==> src/rtl/host_test_monitor.sv <==
// host_test_monitor
//
// Sits beside the core and turns its tohost writes into a registered
// pass / fail / timeout verdict, while a watchdog counts cycles spent in RUN.
// Every store the core issues while the test is running is recorded in a
// small show-ahead trace FIFO that a host or FPGA debug logic can drain after
// the test has finished.
//
// Optional feature macro: HOST_MON_CYCLE_STAMP_EN
//   defined   -> each trace entry also records cycle_count at push time and
//                presents it on trace_cycle
//   undefined -> no stamp storage is built and trace_cycle is tied to 0
module host_test_monitor #(
    parameter int XLEN           = 32,
    parameter int ADDR_W         = 32,
    parameter int TRACE_DEPTH    = 16,
    parameter int TIMEOUT_CYCLES = 500000,
    parameter int CNT_W          = 32
) (
    input  logic                           clk,
    input  logic                           rst,
    input  logic                           host_write_enable,
    input  logic [XLEN-1:0]                host_data_out,
    input  logic                           st_valid,
    input  logic [ADDR_W-1:0]              st_addr,
    input  logic [XLEN-1:0]                st_data,
    output logic                           done,
    output logic                           pass,
    output logic                           timeout,
    output logic [XLEN-2:0]                fail_code,
    output logic [CNT_W-1:0]               cycle_count,
    output logic                           trace_valid,
    output logic [ADDR_W-1:0]              trace_addr,
    output logic [XLEN-1:0]                trace_data,
    output logic [CNT_W-1:0]               trace_cycle,
    input  logic                           trace_rd_en,
    output logic [$clog2(TRACE_DEPTH):0]   trace_count,
    output logic                           trace_overflow
);

    localparam int PTR_W = $clog2(TRACE_DEPTH);

    // Last RUN cycle value before the watchdog fires (compared pre-increment).
    localparam logic [CNT_W-1:0] TIMEOUT_LAST = CNT_W'(TIMEOUT_CYCLES - 1);
    localparam logic [PTR_W:0]   DEPTH_C      = (PTR_W + 1)'(TRACE_DEPTH);

    typedef enum logic [1:0] {
        ST_RUN     = 2'd0,
        ST_PASS    = 2'd1,
        ST_FAIL    = 2'd2,
        ST_TIMEOUT = 2'd3
    } state_e;

    // ------------------------------------------------------------------
    // Verdict state machine and cycle counter
    // ------------------------------------------------------------------
    state_e             state_q, state_d;
    logic               done_q, done_d;
    logic               pass_q, pass_d;
    logic               timeout_q, timeout_d;
    logic [XLEN-2:0]    failCode_q, failCode_d;
    logic [CNT_W-1:0]   cycleCount_q, cycleCount_d;

    // Register the verdict, the sticky status outputs and the RUN cycle counter.
    always_ff @(posedge clk or negedge rst) begin
        if (!rst) begin
            state_q      <= ST_RUN;
            done_q       <= 1'b0;
            pass_q       <= 1'b0;
            timeout_q    <= 1'b0;
            failCode_q   <= '0;
            cycleCount_q <= '0;
        end else begin
            state_q      <= state_d;
            done_q       <= done_d;
            pass_q       <= pass_d;
            timeout_q    <= timeout_d;
            failCode_q   <= failCode_d;
            cycleCount_q <= cycleCount_d;
        end
    end

    // Decide the next verdict; a host write takes priority over the watchdog, and terminal states hold everything.
    always_comb begin
        state_d      = state_q;
        done_d       = done_q;
        pass_d       = pass_q;
        timeout_d    = timeout_q;
        failCode_d   = failCode_q;
        cycleCount_d = cycleCount_q;

        case (state_q)
            ST_RUN: begin
                cycleCount_d = cycleCount_q + CNT_W'(1);
                if (host_write_enable) begin
                    done_d = 1'b1;
                    if (host_data_out[0]) begin
                        state_d    = ST_PASS;
                        pass_d     = 1'b1;
                        failCode_d = '0;
                    end else begin
                        state_d    = ST_FAIL;
                        pass_d     = 1'b0;
                        failCode_d = host_data_out[XLEN-1:1];
                    end
                end else if (cycleCount_q == TIMEOUT_LAST) begin
                    state_d   = ST_TIMEOUT;
                    done_d    = 1'b1;
                    timeout_d = 1'b1;
                end
            end
            default: begin
                state_d = state_q;
            end
        endcase
    end

    assign done        = done_q;
    assign pass        = pass_q;
    assign timeout     = timeout_q;
    assign fail_code   = failCode_q;
    assign cycle_count = cycleCount_q;

    // ------------------------------------------------------------------
    // Store trace FIFO (show-ahead)
    // ------------------------------------------------------------------
    logic [ADDR_W-1:0]  addrMem [TRACE_DEPTH];
    logic [XLEN-1:0]    dataMem [TRACE_DEPTH];

    logic [PTR_W-1:0]   wrPtr_q, wrPtr_d;
    logic [PTR_W-1:0]   rdPtr_q, rdPtr_d;
    logic [PTR_W:0]     count_q, count_d;
    logic               valid_q, valid_d;
    logic               overflow_q, overflow_d;

    logic               pushReq;
    logic               pushEn;
    logic               popEn;
    logic               fifoFull;
    logic               fifoEmpty;

    // Work out push/pop for this cycle; a full FIFO only accepts a store when the head is popped at the same time.
    always_comb begin
        fifoFull   = (count_q == DEPTH_C);
        fifoEmpty  = (count_q == '0);
        pushReq    = st_valid && (state_q == ST_RUN);
        popEn      = trace_rd_en && !fifoEmpty;
        pushEn     = pushReq && (!fifoFull || popEn);

        wrPtr_d    = wrPtr_q;
        rdPtr_d    = rdPtr_q;
        count_d    = count_q;
        overflow_d = overflow_q;

        if (pushEn) begin
            wrPtr_d = wrPtr_q + PTR_W'(1);
        end
        if (popEn) begin
            rdPtr_d = rdPtr_q + PTR_W'(1);
        end

        case ({pushEn, popEn})
            2'b10:   count_d = count_q + (PTR_W + 1)'(1);
            2'b01:   count_d = count_q - (PTR_W + 1)'(1);
            default: count_d = count_q;
        endcase

        if (pushReq && fifoFull && !popEn) begin
            overflow_d = 1'b1;
        end

        valid_d = (count_d != '0);
    end

    // Register FIFO pointers, occupancy, head-valid and the sticky overflow flag.
    always_ff @(posedge clk or negedge rst) begin
        if (!rst) begin
            wrPtr_q    <= '0;
            rdPtr_q    <= '0;
            count_q    <= '0;
            valid_q    <= 1'b0;
            overflow_q <= 1'b0;
        end else begin
            wrPtr_q    <= wrPtr_d;
            rdPtr_q    <= rdPtr_d;
            count_q    <= count_d;
            valid_q    <= valid_d;
            overflow_q <= overflow_d;
        end
    end

    // Write accepted stores into the trace storage; storage itself needs no reset.
    always_ff @(posedge clk) begin
        if (pushEn) begin
            addrMem[wrPtr_q] <= st_addr;
            dataMem[wrPtr_q] <= st_data;
        end
    end

    assign trace_valid    = valid_q;
    assign trace_count    = count_q;
    assign trace_overflow = overflow_q;

    // Head entry is read straight from storage and forced to zero while the FIFO is empty.
    assign trace_addr = valid_q ? addrMem[rdPtr_q] : '0;
    assign trace_data = valid_q ? dataMem[rdPtr_q] : '0;

`ifdef HOST_MON_CYCLE_STAMP_EN
    logic [CNT_W-1:0] cycleMem [TRACE_DEPTH];

    // Record the RUN cycle on which each accepted store was seen.
    always_ff @(posedge clk) begin
        if (pushEn) begin
            cycleMem[wrPtr_q] <= cycleCount_q;
        end
    end

    assign trace_cycle = valid_q ? cycleMem[rdPtr_q] : '0;
`else
    assign trace_cycle = '0;
`endif

endmodule

==> config.mk <==
export PLATFORM = sky130hd
export DESIGN_NAME = host_test_monitor
export DESIGN_NICKNAME = d
export VERILOG_FILES = /design/src/rtl/host_test_monitor.sv
export SDC_FILE = /design/constraint.sdc
export NUM_CORES = 1
export LEC_CHECK = 0
export CAP_MARGIN = 20
export CORE_AREA = 8 8 376 304
export CTS_CLUSTER_DIAMETER = 80
export DETAILED_ROUTE_END_ITERATION = 6
export DIE_AREA = 0 0 384 312
export SYNTH_ARGS = -nofsm -noshare
export SYNTH_HDL_FRONTEND = slang
export SYNTH_SLANG_ARGS = --single-unit
==> constraint.sdc <==
create_clock -name clk -period 4.73 [get_ports clk]
set_input_delay 0.7095 -clock clk [delete_from_list [all_inputs] [get_ports clk]]
set_output_delay 0.7095 -clock clk [all_outputs]
set_load 0.05 [all_outputs]
==> flow_metrics.env <==
export IMPL_critPathKind="reg -> out"
export IMPL_synth_edf_count=1024
export IMPL_grt_overflow_total=0
export IMPL_drt_total_wl_um=100000
export IMPL_drive_gt1_share_pct=25.4
export IMPL_yosysWarnings=0
export IMPL_synth_top_family_by_area="multiplexers"
export IMPL_syn_area_um2=42900
export IMPL_arrival_ns=3.79
export IMPL_ys_seq_area_share_pct=76.5
export IMPL_rsz0062_at_grt="no"
export IMPL_drtIter0Drc=1712
export IMPL_via_per_inst=5.32
export IMPL_cts_root_buf="clkbuf_16"
export IMPL_drt_antenna_violating_nets=0
export IMPL_grt_pass1_wl_um=148000
export IMPL_cap_viol_max_count=0
export IMPL_finalMaxSlewViolations=0
export IMPL_setup_worst_path_end_class="output port"
export IMPL_max_slew_worst_pin_slew_ns=1.03
export IMPL_final_hold_viol_count=0
export IMPL_chipWidth_um=384
export IMPL_syn_instance_count=1916
export IMPL_drtPass1Iterations=5
export IMPL_async_flop_share_pct=7.50
export IMPL_synth_simple_area_share_pct=3.29
export IMPL_layout_commonest_cell="edfxtp_1"
export IMPL_cp_required_ns=4.02
export IMPL_fp_dieH_um=312
export IMPL_layout_common_cells="edfxtp_1, mux4_2, clkdlybuf4s50_1"
export IMPL_fin_crit_sh_pct=95.1
export IMPL_hpwl_um=56800
export IMPL_p_leak_nw=16.3
export IMPL_synthAdderAreaFrac_pct=0.204
export IMPL_dp_cells=3556
export IMPL_portBuffers=237
export IMPL_initial_utilization_pct=39.7
export IMPL_cts_made_buffers=110
export IMPL_yosysUniqueCellTypes=49
export IMPL_h_tree_depth=3
export IMPL_cts_tree="done"
export IMPL_finalNonFillerCells=3768
export IMPL_num_rows=108
export IMPL_postLayoutCoreUtil_pct=47.3
export IMPL_syn_to_final_growth_pct=19.1
export IMPL_setup_slack_ns=0.234
export IMPL_synth_xor_area_share_pct=0.796
export IMPL_coreArea_um2=108000
export IMPL_place_gp_congestion=0.765
export IMPL_cts_root_to_sink_buffers=3
export IMPL_drc=0
export IMPL_pre_cts_slack_ns=0.855
export IMPL_syn_avg_cell_area_um2=22.4
export IMPL_grt_max_degree=82
export IMPL_powerDensity_nw_per_um2=604
export IMPL_ir_worst_vdd_mv=0.625
export IMPL_io_pins=270
export IMPL_die_area_um2=120000
export IMPL_setup_viol=0
export IMPL_nNetsFinal=2347
export IMPL_clock_skew_ns=0.0301
export IMPL_track_usage_pct=16.6
export IMPL_clock_sinks=1107
export IMPL_route_vias_total=20000
export IMPL_outcome="complete, no violations"
export IMPL_synth_mux_area_share_pct=16.9
export IMPL_report_power_total_mw=30.8
export IMPL_antenna_found_initial=8
export IMPL_critPathMaxFanout=37
export IMPL_fin_tns_setup_ns=0
export IMPL_synth_compound_area_share_pct=0.738
export IMPL_cts_setup_buffers=0
export IMPL_critPathLaunchType="flip-flop"
export IMPL_wl_per_cell_um=26.7
export IMPL_clock_latency_ns=0.71
export IMPL_max_slew_margin_pct=31.2
export IMPL_grt_pass1_vias=21600
export IMPL_period_minus_slack_ns=4.50
export IMPL_clk_pin_slew_ns=0.06
export IMPL_ys_flop_type="edfxtp_1"
export IMPL_fmax_ghz=0.222
export IMPL_synth_seq_cells=1107
export IMPL_hp_class="reg -> reg"
==> layer usage <==
metal | up-vias | share of wire (%) | GRT usage, %
li1 | 8553 | - | -
met1 | 10800 | 43 | 22.8
met2 | 513 | 50 | 28.0
met3 | 127 | 5.5 | 3.10
met4 | 6 | 1.7 | 3.44
met5 | - | 0.034 | 0
==> where the power goes <==
group          internal, mW  switching, mW  leakage [nW]
Clock                  4.78           3.68          1.72
Sequential             11.0          0.489          10.3
Combinational          4.70           6.15          4.34
Total                  20.5           10.3          16.3
==> critical path, cell delays in order, from the launching register on <==
cell,delay (ns)
dfrtp_4,0.52
buf_12,0.23
buf_12,0.31
mux4_2,0.55
mux4_2,0.53
and2_1,0.19
clkdlybuf4s50_1,0.70
==> cell families (layout without fill, tap and decap cells) <==
| logic type | after synthesis | after routing |
|---|---|---|
| other | 1 | 37 |
| and+or+nand+nor | 252 | 252 |
| xor gates and xnor gates | 39 | 39 |
| AOI/OAI and AO/OA | 51 | 51 |
| adders and majority gates | 7 | 7 |
| buffers and inverters | 137 | 523 |
| DFF | 1107 | 1107 |
| muxes | 322 | 322 |
==> flip-flops by register name, indices dropped and copies added (netlist names) <==
signal,cells
dataMem,512
state_q,2
fail_code,31
done,1
wrPtr_q,4
trace_count,5
addrMem,512
pass,1
trace_valid,1
trace_overflow,1
rdPtr_q,4
cycle_count,32
timeout,1
==> area by class of cell <==
type	count	area, µm²
Multi-Input combinational cell	703	9550
Timing Repair Buffer	308	3330
Antenna cell	5	12.5
Clock buffer	129	2820
Inverter	9	33.8
Fill cell	8752	56900
Sequential cell	1107	32800
Clock inverter	77	679
Tap cell	1430	1790
==> synthesized netlist by cell type, drive strengths merged, types with 3 or more instances <==
library cell / instances / area, µm²
edfxtp: 1024 / 30700
nor2b: 4 / 25.0
o21ai: 34 / 170
and2: 77 / 482
a21oi: 3 / 15.0
mux4: 320 / 7210
nor3: 4 / 20.0
and4: 6 / 52.6
nand2: 57 / 214
xnor2: 26 / 228
inv: 9 / 33.8
xor2: 13 / 114
clkbuf: 61 / 229
nor4: 10 / 62.6
buf: 67 / 412
dfrtp: 83 / 2080
nand2b: 31 / 194
nand3: 13 / 65.1
and3: 7 / 43.8
ha: 7 / 87.6
nand4: 14 / 87.6
nor2: 15 / 56.3
==> timing repair <==
action | 4_1_cts | 5_1_grt
resized for setup | 0 | 1
hold endpoints to repair | 21 | 0
hold buffers | 1 | 0
endpoints found under the setup margin | 0 | 1
==> metrics by stage <==
| stage | cell area, µm² | hold slack [ns] |
|---|---|---|
| 6_report | 51100 | 0.477 |
| 5_1_grt | 51100 | 0.486 |
| 4_1_cts | 51000 | 0.483 |
| 3_5_place_dp | 47500 | 0.463 |
| 3_3_place_gp | 47500 | 0.455 |
| 2_1_floorplan | 43000 | 0.414 |
==> final timing paths <==
| path | start | end | slack, ns | depth (start not counted) |
|---|---|---|---|---|
| worst max-delay path | rdPtr_q[0] | trace_data[24] | 0.23 | 6 |
| worst min-delay path | fail_code[7] | fail_code[7] | 0.48 | 2 |
| worst max register to register | trace_count[1] | trace_valid | 1.56 | 8 |
| worst min register to register | fail_code[7] | fail_code[7] | 0.48 | 2 |
| max in group asynchronous | rst | rdPtr_q[2] | 3.14 | 3 |
| min in group asynchronous | rst | cycle_count[21] | 0.57 | 2 |
Note: power is estimated with default switching activity, not from simulation.
